==> src/rtl/draw_pkg.sv <==
// ============================================================================
// draw_pkg
// ----------------------------------------------------------------------------
// Shared definitions for the draw_* overlays: game-state codes, the predicate
// that says which states are rendered, and the door animation state enum.
// No ports (package).
// Revision: 1.0 - initial animated door release
// ============================================================================
`default_nettype none

package draw_pkg;

  // Game-state codes driven by the top-level game controller.
  localparam logic [3:0] TITLE  = 4'd0;
  localparam logic [3:0] MENU   = 4'd1;
  localparam logic [3:0] STAGE1 = 4'd2;
  localparam logic [3:0] CLEAR1 = 4'd3;
  localparam logic [3:0] STAGE2 = 4'd4;
  localparam logic [3:0] CLEAR2 = 4'd5;
  localparam logic [3:0] STAGE3 = 4'd6;
  localparam logic [3:0] WIN    = 4'd7;
  localparam logic [3:0] FAIL   = 4'd8;

  // Door animation states.
  typedef enum logic [1:0] {
    DOOR_CLOSED  = 2'd0,
    DOOR_OPENING = 2'd1,
    DOOR_OPEN    = 2'd2,
    DOOR_CLOSING = 2'd3
  } door_state_e;

  // Only the three play stages show the door.
  function automatic logic is_drawable(input logic [3:0] st);
    return (st == STAGE1) || (st == STAGE2) || (st == STAGE3);
  endfunction

endpackage

`default_nettype wire

==> src/rtl/door_anim_fsm.sv <==
// ============================================================================
// door_anim_fsm
// ----------------------------------------------------------------------------
// Lock-edge detection, open/close animation state machine, per-frame hold
// counter and the optional "still locked" blink counter.
// Ports:
//   clk, rst        pixel clock, asynchronous active-high reset
//   state           game state (non-drawable states snap the door)
//   frame_tick      one-clk pulse per video frame
//   isLocked        door lock level
//   bump            one-clk pulse when the player pushes the door
//   frame_idx       displayed animation frame
//   busy            animation in progress
//   blank           door must be hidden this pixel (blink phase)
// Optional feature macro: DOOR_BLINK_EN (blink counter on locked bump).
// Revision: 1.0 - initial animated door release
// ============================================================================
`default_nettype none

module door_anim_fsm
  import draw_pkg::*;
#(
  parameter int N_FRAMES    = 4,
  parameter int FRAME_HOLD  = 3,
  parameter int BLINK_TICKS = 16
) (
  input  logic                          clk,
  input  logic                          rst,
  input  logic [3:0]                    state,
  input  logic                          frame_tick,
  input  logic                          isLocked,
  input  logic                          bump,
  output logic [$clog2(N_FRAMES)-1:0]   frame_idx,
  output logic                          busy,
  output logic                          blank
);

  localparam int FW = $clog2(N_FRAMES);
  localparam int HW = (FRAME_HOLD > 1) ? $clog2(FRAME_HOLD) : 1;
  localparam logic [FW-1:0] LAST      = FW'(N_FRAMES - 1);
  localparam logic [FW-1:0] PRE_LAST  = FW'(N_FRAMES - 2);
  localparam logic [FW-1:0] FIRST_UP  = FW'(1);
  localparam logic [HW-1:0] HOLD_LAST = HW'(FRAME_HOLD - 1);

  door_state_e   state_q, state_d;
  logic [FW-1:0] frame_q, frame_d;
  logic [HW-1:0] hold_q, hold_d;
  logic          lk_q;
  logic          fall, rise, drawable;

  assign fall     = lk_q & ~isLocked;
  assign rise     = ~lk_q & isLocked;
  assign drawable = is_drawable(state);

  always_comb begin
    state_d = state_q;
    frame_d = frame_q;
    hold_d  = hold_q;
    if (!drawable) begin
      // Off-stage the door tracks the lock level statically so that entering
      // a stage never plays a stale animation.
      state_d = lk_q ? DOOR_CLOSED : DOOR_OPEN;
      frame_d = lk_q ? '0 : LAST;
      hold_d  = '0;
    end else begin
      case (state_q)
        DOOR_CLOSED: begin
          if (fall) begin
            state_d = DOOR_OPENING;
            hold_d  = '0;
          end
        end
        DOOR_OPENING: begin
          if (rise) begin
            // Reversal before the first step already sits at the end frame.
            state_d = (frame_q == '0) ? DOOR_CLOSED : DOOR_CLOSING;
            hold_d  = '0;
          end else if (frame_tick) begin
            if (hold_q == HOLD_LAST) begin
              hold_d  = '0;
              frame_d = frame_q + FW'(1);
              if (frame_q == PRE_LAST) state_d = DOOR_OPEN;
            end else begin
              hold_d = hold_q + HW'(1);
            end
          end
        end
        DOOR_OPEN: begin
          if (rise) begin
            state_d = DOOR_CLOSING;
            hold_d  = '0;
          end
        end
        DOOR_CLOSING: begin
          if (fall) begin
            state_d = (frame_q == LAST) ? DOOR_OPEN : DOOR_OPENING;
            hold_d  = '0;
          end else if (frame_tick) begin
            if (hold_q == HOLD_LAST) begin
              hold_d  = '0;
              frame_d = frame_q - FW'(1);
              if (frame_q == FIRST_UP) state_d = DOOR_CLOSED;
            end else begin
              hold_d = hold_q + HW'(1);
            end
          end
        end
        default: begin
          state_d = DOOR_CLOSED;
          frame_d = '0;
          hold_d  = '0;
        end
      endcase
    end
  end

  always_ff @(posedge clk or posedge rst) begin
    if (rst) begin
      state_q <= DOOR_CLOSED;
      frame_q <= '0;
      hold_q  <= '0;
      lk_q    <= 1'b1;
    end else begin
      state_q <= state_d;
      frame_q <= frame_d;
      hold_q  <= hold_d;
      lk_q    <= isLocked;
    end
  end

  assign frame_idx = frame_q;
  assign busy      = (state_q == DOOR_OPENING) || (state_q == DOOR_CLOSING);

`ifdef DOOR_BLINK_EN
  localparam int BW = ($clog2(BLINK_TICKS + 1) < 3) ? 3 : $clog2(BLINK_TICKS + 1);

  logic [BW-1:0] blink_q, blink_d;

  always_comb begin
    blink_d = blink_q;
    if (!drawable || fall) begin
      blink_d = '0;
    end else if (bump && (state_q == DOOR_CLOSED) && isLocked) begin
      blink_d = BW'(BLINK_TICKS);
    end else if (frame_tick && (blink_q != '0)) begin
      blink_d = blink_q - BW'(1);
    end
  end

  always_ff @(posedge clk or posedge rst) begin
    if (rst) blink_q <= '0;
    else     blink_q <= blink_d;
  end

  // Bit 2 gives a 4-tick on / 4-tick off flash pattern.
  assign blank = (blink_q != '0) && blink_q[2];
`else
  logic bump_unused;
  assign bump_unused = bump;
  assign blank       = 1'b0;
`endif

endmodule

`default_nettype wire

==> src/rtl/draw_door_anim.sv <==
// ============================================================================
// draw_door_anim
// ----------------------------------------------------------------------------
// Animated door-sprite overlay. Hit-tests the current VGA pixel against the
// door rectangle and produces a registered sprite-sheet address and object
// flag; the frame shown comes from door_anim_fsm.
// Ports:
//   clk, rst          pixel clock, asynchronous active-high reset
//   state             game state
//   h_cnt, v_cnt      VGA counters (full resolution)
//   frame_tick        one-clk pulse per video frame
//   isLocked, bump    door lock level, player push pulse
//   pixel_addr        registered sheet address (0 when no hit)
//   isObject          registered "pixel is door" flag
//   busy, frame_idx   animation status
// Optional feature macro: DOOR_BLINK_EN (blink on bump into a locked door).
// Revision: 1.0 - initial animated door release
// ============================================================================
`default_nettype none

module draw_door_anim
  import draw_pkg::*;
#(
  parameter int X0          = 265,
  parameter int Y0          = 125,
  parameter int W           = 10,
  parameter int H           = 10,
  parameter int N_FRAMES    = 4,
  parameter int FRAME_HOLD  = 3,
  parameter int SHEET_W     = 360,
  parameter int SHEET_X0    = 340,
  parameter int SHEET_Y0    = 20,
  parameter int MEM_DEPTH   = 86400,
  parameter int BLINK_TICKS = 16
) (
  input  logic                        clk,
  input  logic                        rst,
  input  logic [3:0]                  state,
  input  logic [9:0]                  h_cnt,
  input  logic [9:0]                  v_cnt,
  input  logic                        frame_tick,
  input  logic                        isLocked,
  input  logic                        bump,
  output logic [16:0]                 pixel_addr,
  output logic                        isObject,
  output logic                        busy,
  output logic [$clog2(N_FRAMES)-1:0] frame_idx
);

  logic        blank;
  logic [19:0] x20, y20, xo, yo, raw, addr20;
  logic        hit;
  logic [16:0] pixel_addr_d, pixel_addr_q;
  logic        isObject_d, isObject_q;
  logic        lsb_unused;

  door_anim_fsm #(
    .N_FRAMES    (N_FRAMES),
    .FRAME_HOLD  (FRAME_HOLD),
    .BLINK_TICKS (BLINK_TICKS)
  ) u_fsm (
    .clk        (clk),
    .rst        (rst),
    .state      (state),
    .frame_tick (frame_tick),
    .isLocked   (isLocked),
    .bump       (bump),
    .frame_idx  (frame_idx),
    .busy       (busy),
    .blank      (blank)
  );

  // Half-resolution coordinates, widened to the 20-bit address datapath.
  assign x20        = {11'd0, h_cnt[9:1]};
  assign y20        = {11'd0, v_cnt[9:1]};
  assign lsb_unused = h_cnt[0] ^ v_cnt[0];

  assign hit = is_drawable(state)
             && (x20 >= 20'(X0)) && (x20 < 20'(X0 + W))
             && (y20 >= 20'(Y0)) && (y20 < 20'(Y0 + H));

  assign xo     = x20 - 20'(X0);
  assign yo     = y20 - 20'(Y0);
  assign raw    = 20'(SHEET_X0) + (20'(frame_idx) * 20'(W)) + xo
                + ((20'(SHEET_Y0) + yo) * 20'(SHEET_W));
  assign addr20 = raw % 20'(MEM_DEPTH);

  assign pixel_addr_d = hit ? 17'(addr20) : 17'd0;
  assign isObject_d   = hit & ~blank;

  always_ff @(posedge clk or posedge rst) begin
    if (rst) begin
      pixel_addr_q <= '0;
      isObject_q   <= 1'b0;
    end else begin
      pixel_addr_q <= pixel_addr_d;
      isObject_q   <= isObject_d;
    end
  end

  assign pixel_addr = pixel_addr_q;
  assign isObject   = isObject_q;

endmodule

`default_nettype wire

==> config.mk <==
export PLATFORM = sky130hd
export DESIGN_NAME = draw_door_anim
export DESIGN_NICKNAME = d
export VERILOG_FILES = /design/src/rtl/draw_pkg.sv /design/src/rtl/door_anim_fsm.sv /design/src/rtl/draw_door_anim.sv
export SDC_FILE = /design/constraint.sdc
export NUM_CORES = 1
export LEC_CHECK = 0
export CELL_PAD_IN_SITES_DETAIL_PLACEMENT = 0
export CELL_PAD_IN_SITES_GLOBAL_PLACEMENT = 1
export CORE_ASPECT_RATIO = 0.6
export CORE_UTILIZATION = 49
export CTS_CLUSTER_DIAMETER = 50
export CTS_CLUSTER_SIZE = 24
export DETAILED_ROUTE_END_ITERATION = 10
export PLACE_DENSITY_LB_ADDON = 0.25
export SYNTH_ARGS = -nofsm -noshare
export SYNTH_HDL_FRONTEND = slang
export SYNTH_SLANG_ARGS = --single-unit
==> constraint.sdc <==
create_clock -name clk -period 20.4 [get_ports clk]
set_input_delay 4.08 -clock clk [delete_from_list [all_inputs] [get_ports clk]]
set_output_delay 4.08 -clock clk [all_outputs]
set_load 0.01 [all_outputs]
==> metrics.csv <==
metric;value;unit
outcome;finished, final reports clean;
die_y;86.4;um
startpoint;v_cnt[1];
ys_seq_area_share;10.8;%
slowest_delay;770;ps
ctsResizeCount;0;
final_area;6480;um2
setup_viol;0;
synth_top_family_by_area;compound AO/OA/AOI/OAI gates;
io_pins;50;
ctsHoldBuffers;0;
netlist_area;5820;um2
min_period_over_period;75.3;%
r2r-start;u_fsm.frame_idx[1];
root_buffer;clkbuf_16;
synth-xor-area-share;12.1;%
fin_worst_skew;3.54;ps
cts.sinks;25;
final_cell_mix;78 x inv_1, 64 x ha_1, 60 x nor2_1, 59 x a21oi_1, 49 x xnor2_1;
grt_overflow_total;0;
cap_viol_max_count;0;
end_kind;flop;
startpoint_type;input pin;
syn-num-nets;845;
grt_pass1_wl;24900;um
die_w;143;um
core_area;11400;um2
worstSetupPathType;in2reg;
dpl_cell_area;6400;um2
io_buffers;46;
critPathRequiredTime;20510;ps
htree_levels;1;
syn_to_final_growth;11.4;%
place.gp.congestion;0.924;
synth_mux_area_share;2.30;%
route.detailed.wl_per_inst;15.4;um
cp_slowest_cell;a221oi_4;
dr.pass1.iters;5;
grt_max_degree;26;
postRouteAntennaNets;0;
final_util;56.8;%
maxSlewViolCount;0;
yosysUniqueCellTypes;85;
cp_max_fo;19;
hpwl;11800;um
rows;30;
clk_path_buf_depth;2;
drt_iter0_drc;275;
synth-async-reset-ratio;100;%
grt_pass1_vias;5252;
fin_nets;881;
fin_crit;15350;ps
drcViolationCount;0;
yosysWarnings;0;
insertion_delay;250;ps
routed_wl;14300;um
hold_path.class;reg2reg;
track_usage;24.4;%
synth-edff-count;0;
synth_compound_area_share;31.3;%
synth_flop_cell;dfrtp_1;
hold_viol_final;0;
fin_setup_tns;0;ps
min_from;u_fsm.hold_q[0];
start_util;51.0;%
arrival;15470;ps
postCtsSetupBuffers;0;
worstMarginPinSlew;1170;ps
numCtsBuffers;3;
tritoncts;yes;
clkTransAtPathRegs;60;ps
slew-limit-headroom;21.7;%
die_area;12300;um2
rsz0062_at_grt;false;
antenna_cells;0;
drive_above_1_share;4.94;%
synthAdderAreaFrac;20.1;%
num_vias;5507;
fin_hold_ws;555;ps
synth-seq-cells;25;
grt_antenna_before_repair;0;
syn-mean-instance-area;7.91;um2
layout_commonest_cell;inv_1;
syn_inst;735;
routed_via_density;5.92;
max_clock_freq;0.0651;GHz
synthSimpleGateAreaFrac;17.1;%
[final timing paths]
| check | endpoint | slack (ps) | depth (start not counted) |
|---|---|---|---|
| worst max-delay path | pixel_addr[9] | 5050 | 44 |
| worst min-delay path | u_fsm.hold_q[1] | 550 | 1 |
| worst max register to register | pixel_addr[9] | 10970 | 32 |
| worst min register to register | u_fsm.hold_q[1] | 550 | 1 |
| max in group asynchronous | pixel_addr[6] | 15500 | 2 |
| min in group asynchronous | u_fsm.state_q[1] | 4340 | 2 |
[cells in the mapped netlist (8+ instances only)]
master,number,share of area [%]
fa_1,17,5.9
mux2i_1,10,1.7
nor3_1,18,1.5
dfrtp_1,24,10
nand3_1,13,1.1
clkbuf_1,9,0.58
nor2_1,60,3.9
o211ai_1,8,1.0
o21ai_0,34,2.9
inv_1,78,5.0
xor2_1,26,3.9
o21a_1,12,1.5
a211oi_1,14,1.8
a21o_1,13,1.7
a31oi_1,9,0.97
nand2_1,37,2.4
nand2b_1,8,0.86
xnor2_1,49,7.4
a211o_1,10,1.5
ha_1,64,14
a21oi_1,59,5.1
and2_1,8,0.86
[per-layer routing]
layer	part of all wire, %	global-route usage (%)	routed length (um)
met2	42	39.2	5960
met5	0	0	0
met3	3.8	1.16	542
met4	0.47	2.44	67
met1	54	37.2	7760
[critical path: cells and delay by family]
family	cells	cell delay, ps
simple gates	5	920
compound gates	21	5600
mux	2	700
xor+xnor	4	820
fa+ha+maj	7	2370
buf+inv	5	940
[area by class of cell]
class                   count  area [um2]
multi-input cells         617        4820
clock buffers               4        78.8
well taps                 160         200
flip-flops and latches     25         627
repair buffers             46         460
inverters                  78         293
fillers                  1057        4930
[cells by family (layout without fill, tap and decap cells)]
logic type / Yosys count / after routing
AO/OA/AOI/OAI: 246 / 246
XOR/XNOR: 78 / 78
adder cells (fa/ha/maj): 84 / 84
buffers and inverters: 93 / 128
flip-flops: 25 / 25
multiplexers: 13 / 13
AND/OR/NAND/NOR: 196 / 196
[through the flow]
step                      cells  setup slack (ps)
after floorplan             735              7060
after global placement      926              5070
after detailed placement    926              4820
after CTS                   930              5080
after global routing        930              4120
final                       930              5050
[registers in the layout (all words and copies together), names as in the netlist]
signal	cells
isObject	1
pixel_addr	17
u_fsm.frame_idx	2
u_fsm.hold_q	2
u_fsm.lk_q	1
u_fsm.state_q	2
Power is not shown: default switching activity piles up to over one toggle a cycle in this logic, so the estimate is an artifact.
==> RTL edit, RTL diff (same settings) <==
The option `DOOR_BLINK_EN` is turned on by a define.
--- a/src/rtl/door_anim_fsm.sv
+++ b/src/rtl/door_anim_fsm.sv
@@ -17,4 +17,6 @@
 // ============================================================================
 `default_nettype none
+
+`define DOOR_BLINK_EN
 
 module door_anim_fsm
Function: changed (a bounded check fails within 4 cycles, from zero or initial values and one cycle with rst high).
==> RTL edit against the unedited design <==
Routed wire length is 6.9% higher; final area rose by 4.5%; sequential share of layout area rose by 1.4 points; highest routed layer unchanged; critical path type unchanged; core utilization is 1.6 points higher; area after synthesis up 3.1%; setup slack better by 190 ps; die area grew 3.0%; hold slack worse by 7.1 ps; sequential cell count rose by 5; cell count rose by 2.4%.
Power is left out: the tool's default activity adds up to more than one toggle a clock period on the data nets, which glitch-free logic cannot reach.
==> RTL edit: results <==
[yosys]
synth.area.top_cells = ha_1 (14%), dfrtp_1 (12%), xnor2_1 (8.3%)
ys_seq_area_share_pct = 12.54
ys_types = 92
syn_nets = 864
synth_commonest_cells = inv_1 (81), nor2_1 (70), ha_1 (66)

[min_path]
holdPathEnd = isObject$_DFF_PP0_
worstHoldStart = u_fsm.blink_q[2]$_DFFE_PP0P_

[critical_path]
cp_max_fo = 11
slowest_stage = or3_1
r2r_end = pixel_addr[9]$_DFF_PP0_
ff2ff_path_depth = 27
r2r_slack_ps = 11610

[place]
detailed_place_hpwl_mm = 12.24
routabilityCongestion = 0.8908
place_worst_setup_slack_ps = 5141
portBuffers = 47

[routing]
vias = 5690
wl_per_cell_um = 16.09
drt_iter0_drc = 501

[clocking]
clk_latency_ps = 280
root_buffer = clkbuf_16
htree_levels = 2
cts-buffers-inserted = 5

[run_status]
status = completed

[global_routing]
grt_max_degree = 31
grt_pass1_wl_mm = 25.84
grt_pass1_vias = 5336
grt_usage_pct = 25.12

[layout]
largest_register_ffs = 17
nNetsFinal = 904
final_layout_size_suffix_gt1_share_pct = 6.566
nFillCells = 1028

[timing]
fin_skew_ps = 4.232
maxSlewHeadroom_pct = 22.53
## RTL edit: changes by cell type after synthesis, sizes merged, moves of 5 or more
cell and delta:
dfrtp +5, nand3 -7, o31ai -6, nand3b -5
a21boi +5, xnor2 +6, nand2b +5, nor2 +11
nor4 +9, a211o -9
## RTL edit: worst max-delay path by stage
| stage | slack (ps) | endpoint | from |
|---|---|---|---|
| after floorplan | 7500 | pixel_addr[9]$_DFF_PP0_ | v_cnt[1] |
| after global placement | 5320 | pixel_addr[9]$_DFF_PP0_ | v_cnt[1] |
| after detailed placement | 5140 | pixel_addr[9]$_DFF_PP0_ | v_cnt[1] |
| after CTS | 5350 | pixel_addr[9]$_DFF_PP0_ | v_cnt[1] |
| after global routing | 4430 | pixel_addr[12]$_DFF_PP0_ | v_cnt[1] |
| final | 5230 | pixel_addr[9]$_DFF_PP0_ | v_cnt[1] |
## RTL edit: stage by stage
stage / cell area [um2] / util (%) / hold slack (ps) / instances
global placement: 6604 / 56.94 / 501.6 / 945
floorplan: 5997 / - / 480.1 / 752
CTS: 6773 / 58.39 / 535.7 / 952
detailed placement: 6604 / 56.94 / 525.4 / 945
global route: 6773 / 58.39 / 567.8 / 952
finish: 6773 / 58.39 / 547.4 / 952
## RTL edit: cells by family after synthesis
logic type                 synth area share [%]
AOI/OAI and AO/OA                         28.90
xor gates and xnor gates                  13.60
adders and majority gates                 19.78
buffers and inverters                     6.635
DFF                                       12.54
muxes                                     1.627
and+or+nand+nor                           16.92
## RTL edit: area by class of cell
| type | instances | area [um2] | share of cell area, % |
|---|---|---|---|
| clock buffers | 6 | 138.9 | 2.051 |
| clock inverters | 1 | 30.03 | 0.4434 |
| inverters | 81 | 304.0 | 4.489 |
| multi-input cells | 624 | 4855 | 71.68 |
| flip-flops and latches | 30 | 752.0 | 11.10 |
| well taps | 160 | 200.2 | 2.956 |
| repair buffers | 50 | 493.0 | 7.279 |
## RTL edit: per-layer routing
| metal | part of all wire [%] | track usage (%) |
|---|---|---|
| met3 | 5.7 | 3.499 |
| met5 | 0 | 0 |
| met4 | 0.30 | 2.010 |
| met1 | 54 | 39.92 |
| met2 | 40 | 36.54 |
